File: config.mk
export PLATFORM = sky130hd
export DESIGN_NAME = muldiv_unit
export DESIGN_NICKNAME = d
export VERILOG_FILES = /design/src/rtl/muldiv_unit.sv
export SDC_FILE = /design/constraint.sdc
export NUM_CORES = 2
export LEC_CHECK = 0
export CAP_MARGIN = 30
export CORE_UTILIZATION = 56
export DETAILED_ROUTE_END_ITERATION = 8
export GPL_TIMING_DRIVEN = 0
export PLACE_DENSITY = 0.84
export SLEW_MARGIN = 15
export SYNTH_ARGS = -nofsm -noshare
export SYNTH_HDL_FRONTEND = slang
export SYNTH_SLANG_ARGS = --single-unit
File: constraint.sdc
create_clock -name clk -period 12.3 [get_ports clk]
set_input_delay 1.845 -clock clk [delete_from_list [all_inputs] [get_ports clk]]
set_output_delay 1.845 -clock clk [all_outputs]
set_load 0.05 [all_outputs]
File: src/rtl/muldiv_unit.sv
// muldiv_unit: HI/LO multiply/divide unit for the EX stage.
// mult/multu complete at the accepting edge; div/divu run a 32-step restoring
// divider (DIV) followed by a sign-fixup cycle (FIX), stalling the pipe via busy.
// Optional feature macro MULT_PIPE_EN: registers the 64-bit product in a MUL
// state and writes HI/LO one cycle later.
module muldiv_unit (
  input  logic        clk,
  input  logic        reset,
  input  logic        op_valid,
  input  logic        is_mult,
  input  logic        is_multu,
  input  logic        is_div,
  input  logic        is_divu,
  input  logic        hi_wen,
  input  logic        lo_wen,
  input  logic [31:0] rs_data,
  input  logic [31:0] rt_data,
  input  logic        flush,
  output logic        busy,
  output logic [31:0] hi,
  output logic [31:0] lo
);

`ifdef MULT_PIPE_EN
  typedef enum logic [1:0] {StIdle, StMul, StDiv, StFix} state_e;
`else
  typedef enum logic [1:0] {StIdle, StDiv, StFix} state_e;
`endif

  state_e      r_state, w_state_next;
  logic [31:0] r_hi, w_hi_next;
  logic [31:0] r_lo, w_lo_next;
  logic [5:0]  r_cnt, w_cnt_next;
  logic [31:0] r_quo, w_quo_next;    // dividend magnitude shifting out, quotient shifting in
  logic [31:0] r_rem, w_rem_next;
  logic [31:0] r_dvsr, w_dvsr_next;
  logic        r_neg_quo, w_neg_quo_next;
  logic        r_neg_rem, w_neg_rem_next;
  logic        r_div_zero, w_div_zero_next;
`ifdef MULT_PIPE_EN
  logic [63:0] r_prod, w_prod_next;
`endif

  // Multiplier: sign- or zero-extend to 64 bits; the low 64 bits of the
  // product are exact for both signed and unsigned operands.
  logic        w_mul_signed;
  logic [63:0] w_ext_a, w_ext_b, w_prod;

  assign w_mul_signed = is_mult;
  assign w_ext_a      = {{32{w_mul_signed & rs_data[31]}}, rs_data};
  assign w_ext_b      = {{32{w_mul_signed & rt_data[31]}}, rt_data};
  assign w_prod       = w_ext_a * w_ext_b;

  // Divider operand preparation at acceptance.
  logic        w_rs_neg, w_rt_neg;
  logic [31:0] w_rs_mag, w_rt_mag;

  assign w_rs_neg = is_div & rs_data[31];
  assign w_rt_neg = is_div & rt_data[31];
  assign w_rs_mag = w_rs_neg ? (32'd0 - rs_data) : rs_data;
  assign w_rt_mag = w_rt_neg ? (32'd0 - rt_data) : rt_data;

  // One restoring-division step.
  logic [32:0] w_rem_shift;
  logic        w_ge;
  logic [31:0] w_trial;
  logic [31:0] w_rem_step;
  logic [31:0] w_quo_step;

  assign w_rem_shift = {r_rem, r_quo[31]};
  assign w_ge        = (w_rem_shift >= {1'b0, r_dvsr});
  // When w_ge holds the true difference is below 2^32, so 32 bits suffice.
  assign w_trial     = w_rem_shift[31:0] - r_dvsr;
  assign w_rem_step  = w_ge ? w_trial : w_rem_shift[31:0];
  assign w_quo_step  = {r_quo[30:0], w_ge};

  // Next-state and datapath update selection.
  always_comb begin
    w_state_next    = r_state;
    w_hi_next       = r_hi;
    w_lo_next       = r_lo;
    w_cnt_next      = r_cnt;
    w_quo_next      = r_quo;
    w_rem_next      = r_rem;
    w_dvsr_next     = r_dvsr;
    w_neg_quo_next  = r_neg_quo;
    w_neg_rem_next  = r_neg_rem;
    w_div_zero_next = r_div_zero;
`ifdef MULT_PIPE_EN
    w_prod_next     = r_prod;
`endif

    if (flush) begin
      // Flush abandons any op in flight and any op offered this cycle.
      w_state_next = StIdle;
    end else begin
      unique case (r_state)
        StIdle: begin
          if (op_valid) begin
            if (hi_wen) w_hi_next = rs_data;
            if (lo_wen) w_lo_next = rs_data;
            if (is_mult | is_multu) begin
`ifdef MULT_PIPE_EN
              w_prod_next  = w_prod;
              w_state_next = StMul;
`else
              w_hi_next = w_prod[63:32];
              w_lo_next = w_prod[31:0];
`endif
            end
            if (is_div | is_divu) begin
              w_quo_next      = w_rs_mag;
              w_rem_next      = 32'd0;
              w_dvsr_next     = w_rt_mag;
              w_neg_quo_next  = w_rs_neg ^ w_rt_neg;
              w_neg_rem_next  = w_rs_neg;
              w_div_zero_next = (rt_data == 32'd0);
              w_cnt_next      = 6'd0;
              w_state_next    = StDiv;
            end
          end
        end
`ifdef MULT_PIPE_EN
        StMul: begin
          w_hi_next    = r_prod[63:32];
          w_lo_next    = r_prod[31:0];
          w_state_next = StIdle;
        end
`endif
        StDiv: begin
          w_rem_next = w_rem_step;
          w_quo_next = w_quo_step;
          w_cnt_next = r_cnt + 6'd1;
          if (r_cnt == 6'd31) w_state_next = StFix;
        end
        StFix: begin
          // Divide-by-zero: quotient forced to all ones; remainder path
          // already reproduces rs_data after the sign fixup.
          if (r_div_zero)     w_lo_next = 32'hFFFF_FFFF;
          else if (r_neg_quo) w_lo_next = 32'd0 - r_quo;
          else                w_lo_next = r_quo;
          w_hi_next    = r_neg_rem ? (32'd0 - r_rem) : r_rem;
          w_state_next = StIdle;
        end
        default: w_state_next = StIdle;
      endcase
    end
  end

  // State and datapath registers with synchronous reset.
  always_ff @(posedge clk) begin
    if (reset) begin
      r_state    <= StIdle;
      r_hi       <= 32'd0;
      r_lo       <= 32'd0;
      r_cnt      <= 6'd0;
      r_quo      <= 32'd0;
      r_rem      <= 32'd0;
      r_dvsr     <= 32'd0;
      r_neg_quo  <= 1'b0;
      r_neg_rem  <= 1'b0;
      r_div_zero <= 1'b0;
`ifdef MULT_PIPE_EN
      r_prod     <= 64'd0;
`endif
    end else begin
      r_state    <= w_state_next;
      r_hi       <= w_hi_next;
      r_lo       <= w_lo_next;
      r_cnt      <= w_cnt_next;
      r_quo      <= w_quo_next;
      r_rem      <= w_rem_next;
      r_dvsr     <= w_dvsr_next;
      r_neg_quo  <= w_neg_quo_next;
      r_neg_rem  <= w_neg_rem_next;
      r_div_zero <= w_div_zero_next;
`ifdef MULT_PIPE_EN
      r_prod     <= w_prod_next;
`endif
    end
  end

  assign busy = (r_state != StIdle);
  assign hi   = r_hi;
  assign lo   = r_lo;

endmodule

* Yosys cells after proc, flatten, opt, wreduce, memory -nomap -nowiden
Cells that the tools add are included.
Storage, ports and cells: word-level logic and storage cells 72, bits of input ports 74, output and inout bits 65, flip-flop bits (word level) 171
Cells by class: reductions and logical operators 11, bitwise gates (word level) 8, mux-type cells 27, $lt $le $gt $ge 1, multiply operators 1, add/subtract/negate cells 6, equality and inequality tests 8
Operators by type and width (number):
- $mux 32 | 16
- $pmux 32 s2 | 4
- $sub 1x32->32 const A | 4
- $mul 33x33->64 | 1
- $ge 33x32->1 | 1
- $logic_not 32->1 | 1
- $sub 32x32->32 | 1
- $reduce_and 4->1 | 4
- $mux 6 | 2
- $pmux 6 s2 | 1
- $add 6x1->6 const B | 1
- $eq 6x5->1 const B | 1
- $mux 2 | 3
- $ne 2x2->1 const B | 3
- $ne 3x3->1 const B | 2
- $reduce_bool 2->1 | 3
- $and 1x1->1 | 4
- $pmux 2 s2 | 1
- $reduce_and 3->1 | 1
- $eq 2x1->1 const B | 1
- $eq 2x2->1 const B | 1
- $logic_not 2->1 | 1
- $or 1x1->1 | 2
- $reduce_or 2->1 | 1
- 2 further kinds | 2

* Logic depth before layout (Yosys ltp)
depth after elaboration 5, gate-level depth with buffers 31

* Worst setup path after synthesis
Ideal clock, no wire load.
path type input -> register, start point input port rs_data[31], end point register r_hi[30] (netlist: hi[30]), arrival time 9.667 ns, setup time 0.135 ns, stages on the path 30, required time 12.165 ns, slack 2.497 ns, cells stage by stage clkbuf_1 -> and2_1 -> clkbuf_1 -> nand2_1 -> inv_1 -> fa_1 -> inv_1 -> fa_1 -> inv_1 -> fa_1 -> fa_1 -> inv_1 -> fa_1 -> inv_1 -> fa_1 -> inv_1 -> fa_1 -> fa_1 -> inv_1 -> ha_1 -> nand2_1 -> o21ai_0 -> nor2_1 -> o21ai_0 -> nor3b_2 -> o31ai_4 -> a31oi_1 -> or3_1 -> a221oi_1 -> a211oi_1
On the way: word-level cells in the longest chain between the ends 5
Ends and longest elaborated chain:
- start: declaration | RTL line 16 | input logic [31:0] rs_data,
- $and 1x1->1 | RTL line 50 | assign w_ext_a = {{32{w_mul_signed & rs_data[31]}}, rs_data};
- $mul 33x33->64 * | RTL line 52 | assign w_prod = w_ext_a * w_ext_b;
- $mux 32 * | RTL line 102 | if (is_mult | is_multu) begin
- $mux 32 * | RTL line 99 | if (op_valid) begin
- $pmux 32 s2 * | RTL line 97 | unique case (r_state)
- end signal: assignment | RTL line 168 | r_hi <= w_hi_next;
- end: declaration | RTL line 31 | logic [31:0] r_hi, w_hi_next;
Every way passes the cells marked *; elsewhere a longest branch is shown, timed or not. The select of a mux whose other input is x is not followed. A chain may end at the register's enable or synchronous reset.

* Worst setup path after layout
Same ends and word-level chain as after synthesis.

==> qor_table.md <==
| Stage | Parameter | Reported |
| --- | --- | --- |
| worst setup path | Data required time of the worst path | 12.61 ns |
| synth | Netlist area before placement | 49600 µm² |
| clocking | TritonCTS clock tree | yes |
| floorplanning | Die width | 300 µm |
| grt | Overflow after GRT | 0 |
| sta | Max-slew violation count | 0 |
| clocking | Worst-case clock buffer depth | 2 |
| placement | Input/output buffers | 93 |
| clocking | Clock latency on the worst-skew pair | 0.46 ns |
| sta | Max Clock Freq | 0.0821 GHz |
| drt | Total via count in the routed design | 44160 |
| floorplanning | Ports placed on the boundary | 139 |
| grt | Initial antenna violation count | 33 |
| synth | Leading post-synthesis cells by cell area | sky130_fd_sc_hd__fa_1, sky130_fd_sc_hd__inv_1, sky130_fd_sc_hd__dfxtp_1 |
| final layout | Net count, final | 7413 |
| floorplanning | DIE AREA | 89700 µm² |
| synth | Yosys top cell area share | 45.5% |
| floorplanning | Number of rows in the core area | 108 |
| hold path | Min-delay worst type | flip-flop to flip-flop |
| status | Outcome | finished clean |
| worst setup path | FF-to-FF setup slack | 8.41 ns |
| synth | Share of flip-flops with an asynchronous set or reset | 0% |
| clocking | H-tree lvl count | 4 |
| drt | Avg WL per Cell | 28.8 µm |
| synth | Mapped Nets | 7229 |
| clocking | TritonCTS Sinks | 171 |
| floorplanning | Y dimension of the die | 300 µm |
| worst setup path | Nature of the critical path endpoint | flip-flop |
| worst setup path | Crit-path max FO | 10 |
| clocking | Clock-pin slew reported for the worst setup and hold paths after clock tree synthesis | 0.07 ns |
| final layout | FILL cells | 7848 |
| sta | Tightest Pin Transition | 1.17 ns |
| clocking | Post-CTS repair timing setup buffer count | 0 |
| sta | Unrepaired setup endpoints after global routing | no |
| floorplanning | Core Box Area | 87200 µm² |
| synth | Cells after synthesis | 5780 |
| synth | Post-synthesis cell type count | 79 |
| placement | Final Wtd Congestion | 1.07 |
| worst setup path | Worst Setup Start Kind | input port |
| sta | Final Cycle Share | 99.0% |
| grt | Maximum number of pins on one net before global-route repair | 25 |
| drt | Post-detailed-route via-to-cell ratio | 6.17 |
| grt | Number of global-route vias before repair | 44944 |
| synth | Seq cells post-synth | 171 |
| sta | Clock Skew | 0.0169 ns |
| synth | EDFF count, synth | 0 |
| sta | Setup violation total in the final timing report | 0 |
| clocking | CTS buffer count | 17 |
| synth | Most used flip-flop cell after synthesis | sky130_fd_sc_hd__dfxtp_1 |
| sta | Worst slew margin relative to its limit | 21.8% |
| drt | Detailed Route WL | 207000 µm |
| worst setup path | Worst setup path class | input port to flip-flop |
| floorplanning | Initial cell density of the core | 56.9% |
| drt | First-pass detailed-route iteration total | 8 |
| synth | Cell type with the largest total area after synthesis | sky130_fd_sc_hd__fa_1 |
| final layout | Relative area change from synthesis to final layout | 8.04% |
| synth | Sequential area share after synthesis | 6.91% |
| job | MaxCap Viol Count | 0 |
| clocking | Clock tree root driver cell | sky130_fd_sc_hd__clkbuf_16 |
| drt | Remaining antenna violation count | 0 |
| synth | Synthesized area divided by synthesized cell count | 8.58 µm² |
| placement | Post-DP HPWL | 171000 µm |
| grt | First-pass GRT wire length | 300000 µm |
| drt | Post-route DRC violation count | 0 |
| worst setup path | Slowest cell delay on critical path | 0.73 ns |
| synth | Synth Warn # | 0 |
| grt | Total routing usage reported by global routing | 47.0% |
| final layout | Proportion of layout cells with a drive suffix above 1 | 2.76% |
| worst setup path | Worst Path Arrival | 12.49 ns |
| final layout | Final design area excluding fillers | 53600 µm² |
| sta | Final period demand of the worst path | 12.18 ns |
| worst setup path | Most used cell along the critical path | sky130_fd_sc_hd__fa_1 |
| worst setup path | Slowest stage cell, crit path | sky130_fd_sc_hd__clkbuf_1 |
| drt | Initial DRC count | 5369 |
| sta | Number of hold-slack violations in the final timing report | 0 |
| placement | Post-place instance area | 52600 µm² |
## synth_stat cells, drive strengths merged (61+ instances only)
| cell type | n |
|---|---|
| nand2 | 907 |
| a21oi | 206 |
| dfxtp | 171 |
| clkbuf | 315 |
| nor2 | 241 |
| xnor2 | 113 |
| fa | 1126 |
| o21ai | 163 |
| ha | 249 |
| and2 | 343 |
| buf | 61 |
| xor2 | 98 |
| a211oi | 66 |
| inv | 1184 |
## routing by layer
metal / part of all wire, % / routed length (µm) / GRT usage (%) / vias up
li1: - / - / - / 17892
met1: 35 / 73000 / 58.4 / 22061
met2: 42 / 87100 / 68.8 / 3246
met3: 13 / 27000 / 14.9 / 941
met4: 9.3 / 19300 / 34.8 / 20
met5: 0.060 / 124 / 0 / -
## cells by family after synthesis
family,count (synthesis),share of synthesized area [%]
AND/OR/NAND/NOR,1717,15.8
buffers and inverters,1560,11.8
adder cells (fa/ha/maj),1375,51.8
AO/OA/AOI/OAI,719,9.37
XOR/XNOR,211,3.73
flip-flops,171,6.91
multiplexers,27,0.548
## worst max-delay path, delay by kind of cell
| family | cells | cell delay, ns |
|---|---|---|
| AND/OR/NAND/NOR | 4 | 1.18 |
| AO/OA/AOI/OAI | 7 | 1.94 |
| adder cells (fa/ha/maj) | 9 | 4.60 |
| buffers and inverters | 8 | 2.89 |
## metrics by stage
stage | std cells | utilization, % | setup slack, ns | hold WS (ns) | TNS (ns)
4_1_cts | 7106 | 61.0 | 0.0385 | 0.454 | 0
2_1_floorplan | 5780 | - | 2.50 | 0.432 | 0
3_5_place_dp | 7075 | 60.4 | -0.945 | 0.445 | -5.31
6_report | 7161 | 61.5 | 0.121 | 0.451 | 0
3_3_place_gp | 7028 | 59.6 | -0.825 | 0.440 | -3.78
5_1_grt | 7139 | 61.4 | 0.0286 | 0.480 | 0
## worst paths after layout
check,depth (start not counted),end,startpoint
max,28,hi[30],rs_data[31]
min,2,lo[27],lo[27]
max reg2reg,12,r_rem[20],r_rem[10]
min reg2reg,2,lo[27],lo[27]
## state kept, by name (all words and copies together) (netlist names)
| signal | count |
|---|---|
| r_dvsr | 32 |
| hi | 32 |
| r_quo | 32 |
| r_neg_rem | 1 |
| r_div_zero | 1 |
| r_rem | 32 |
| r_cnt | 6 |
| r_neg_quo | 1 |
| lo | 32 |
| r_state | 2 |
## what timing repair did
item	in CTS	in global routing
hold buffers	0	0
endpoints found under the setup margin	5	5
gates cloned	0	0
resized for setup	2	5
hold endpoints to repair	0	0
## cell usage in the layout, fill, tap and decap left out, types with 32 or more instances in the layout
cell and instances:
sky130_fd_sc_hd__buf_6 37, sky130_fd_sc_hd__a21oi_1 206, sky130_fd_sc_hd__dfxtp_1 171, sky130_fd_sc_hd__fa_1 1124
sky130_fd_sc_hd__buf_8 32, sky130_fd_sc_hd__o21ai_0 153, sky130_fd_sc_hd__buf_1 51, sky130_fd_sc_hd__nor2_1 240
sky130_fd_sc_hd__clkbuf_1 299, sky130_fd_sc_hd__and2_1 342, sky130_fd_sc_hd__clkdlybuf4s50_1 93, sky130_fd_sc_hd__nand3_1 37
sky130_fd_sc_hd__xnor2_1 113, sky130_fd_sc_hd__xor2_1 98, sky130_fd_sc_hd__a211oi_1 65, sky130_fd_sc_hd__nand2_1 907
sky130_fd_sc_hd__a21o_1 40, sky130_fd_sc_hd__nor3_1 41, sky130_fd_sc_hd__ha_1 249, sky130_fd_sc_hd__inv_1 1184
## layout make-up
type	instances	area [µm²]	share of cell area, %
Clock buffer	21	450	0.841
Inverter	1184	4440	8.30
Timing Repair Buffer	165	1870	3.49
Tap cell	1155	1450	2.70
Sequential cell	171	3420	6.39
Multi-Input combinational cell	4049	40300	75.2
Antenna cell	30	75.1	0.140
Clock inverter	10	111	0.208
Buffer	376	1450	2.71
Power is left out: the tool's default activity adds up to more than one toggle a clock period on the data nets, which glitch-free logic cannot reach.
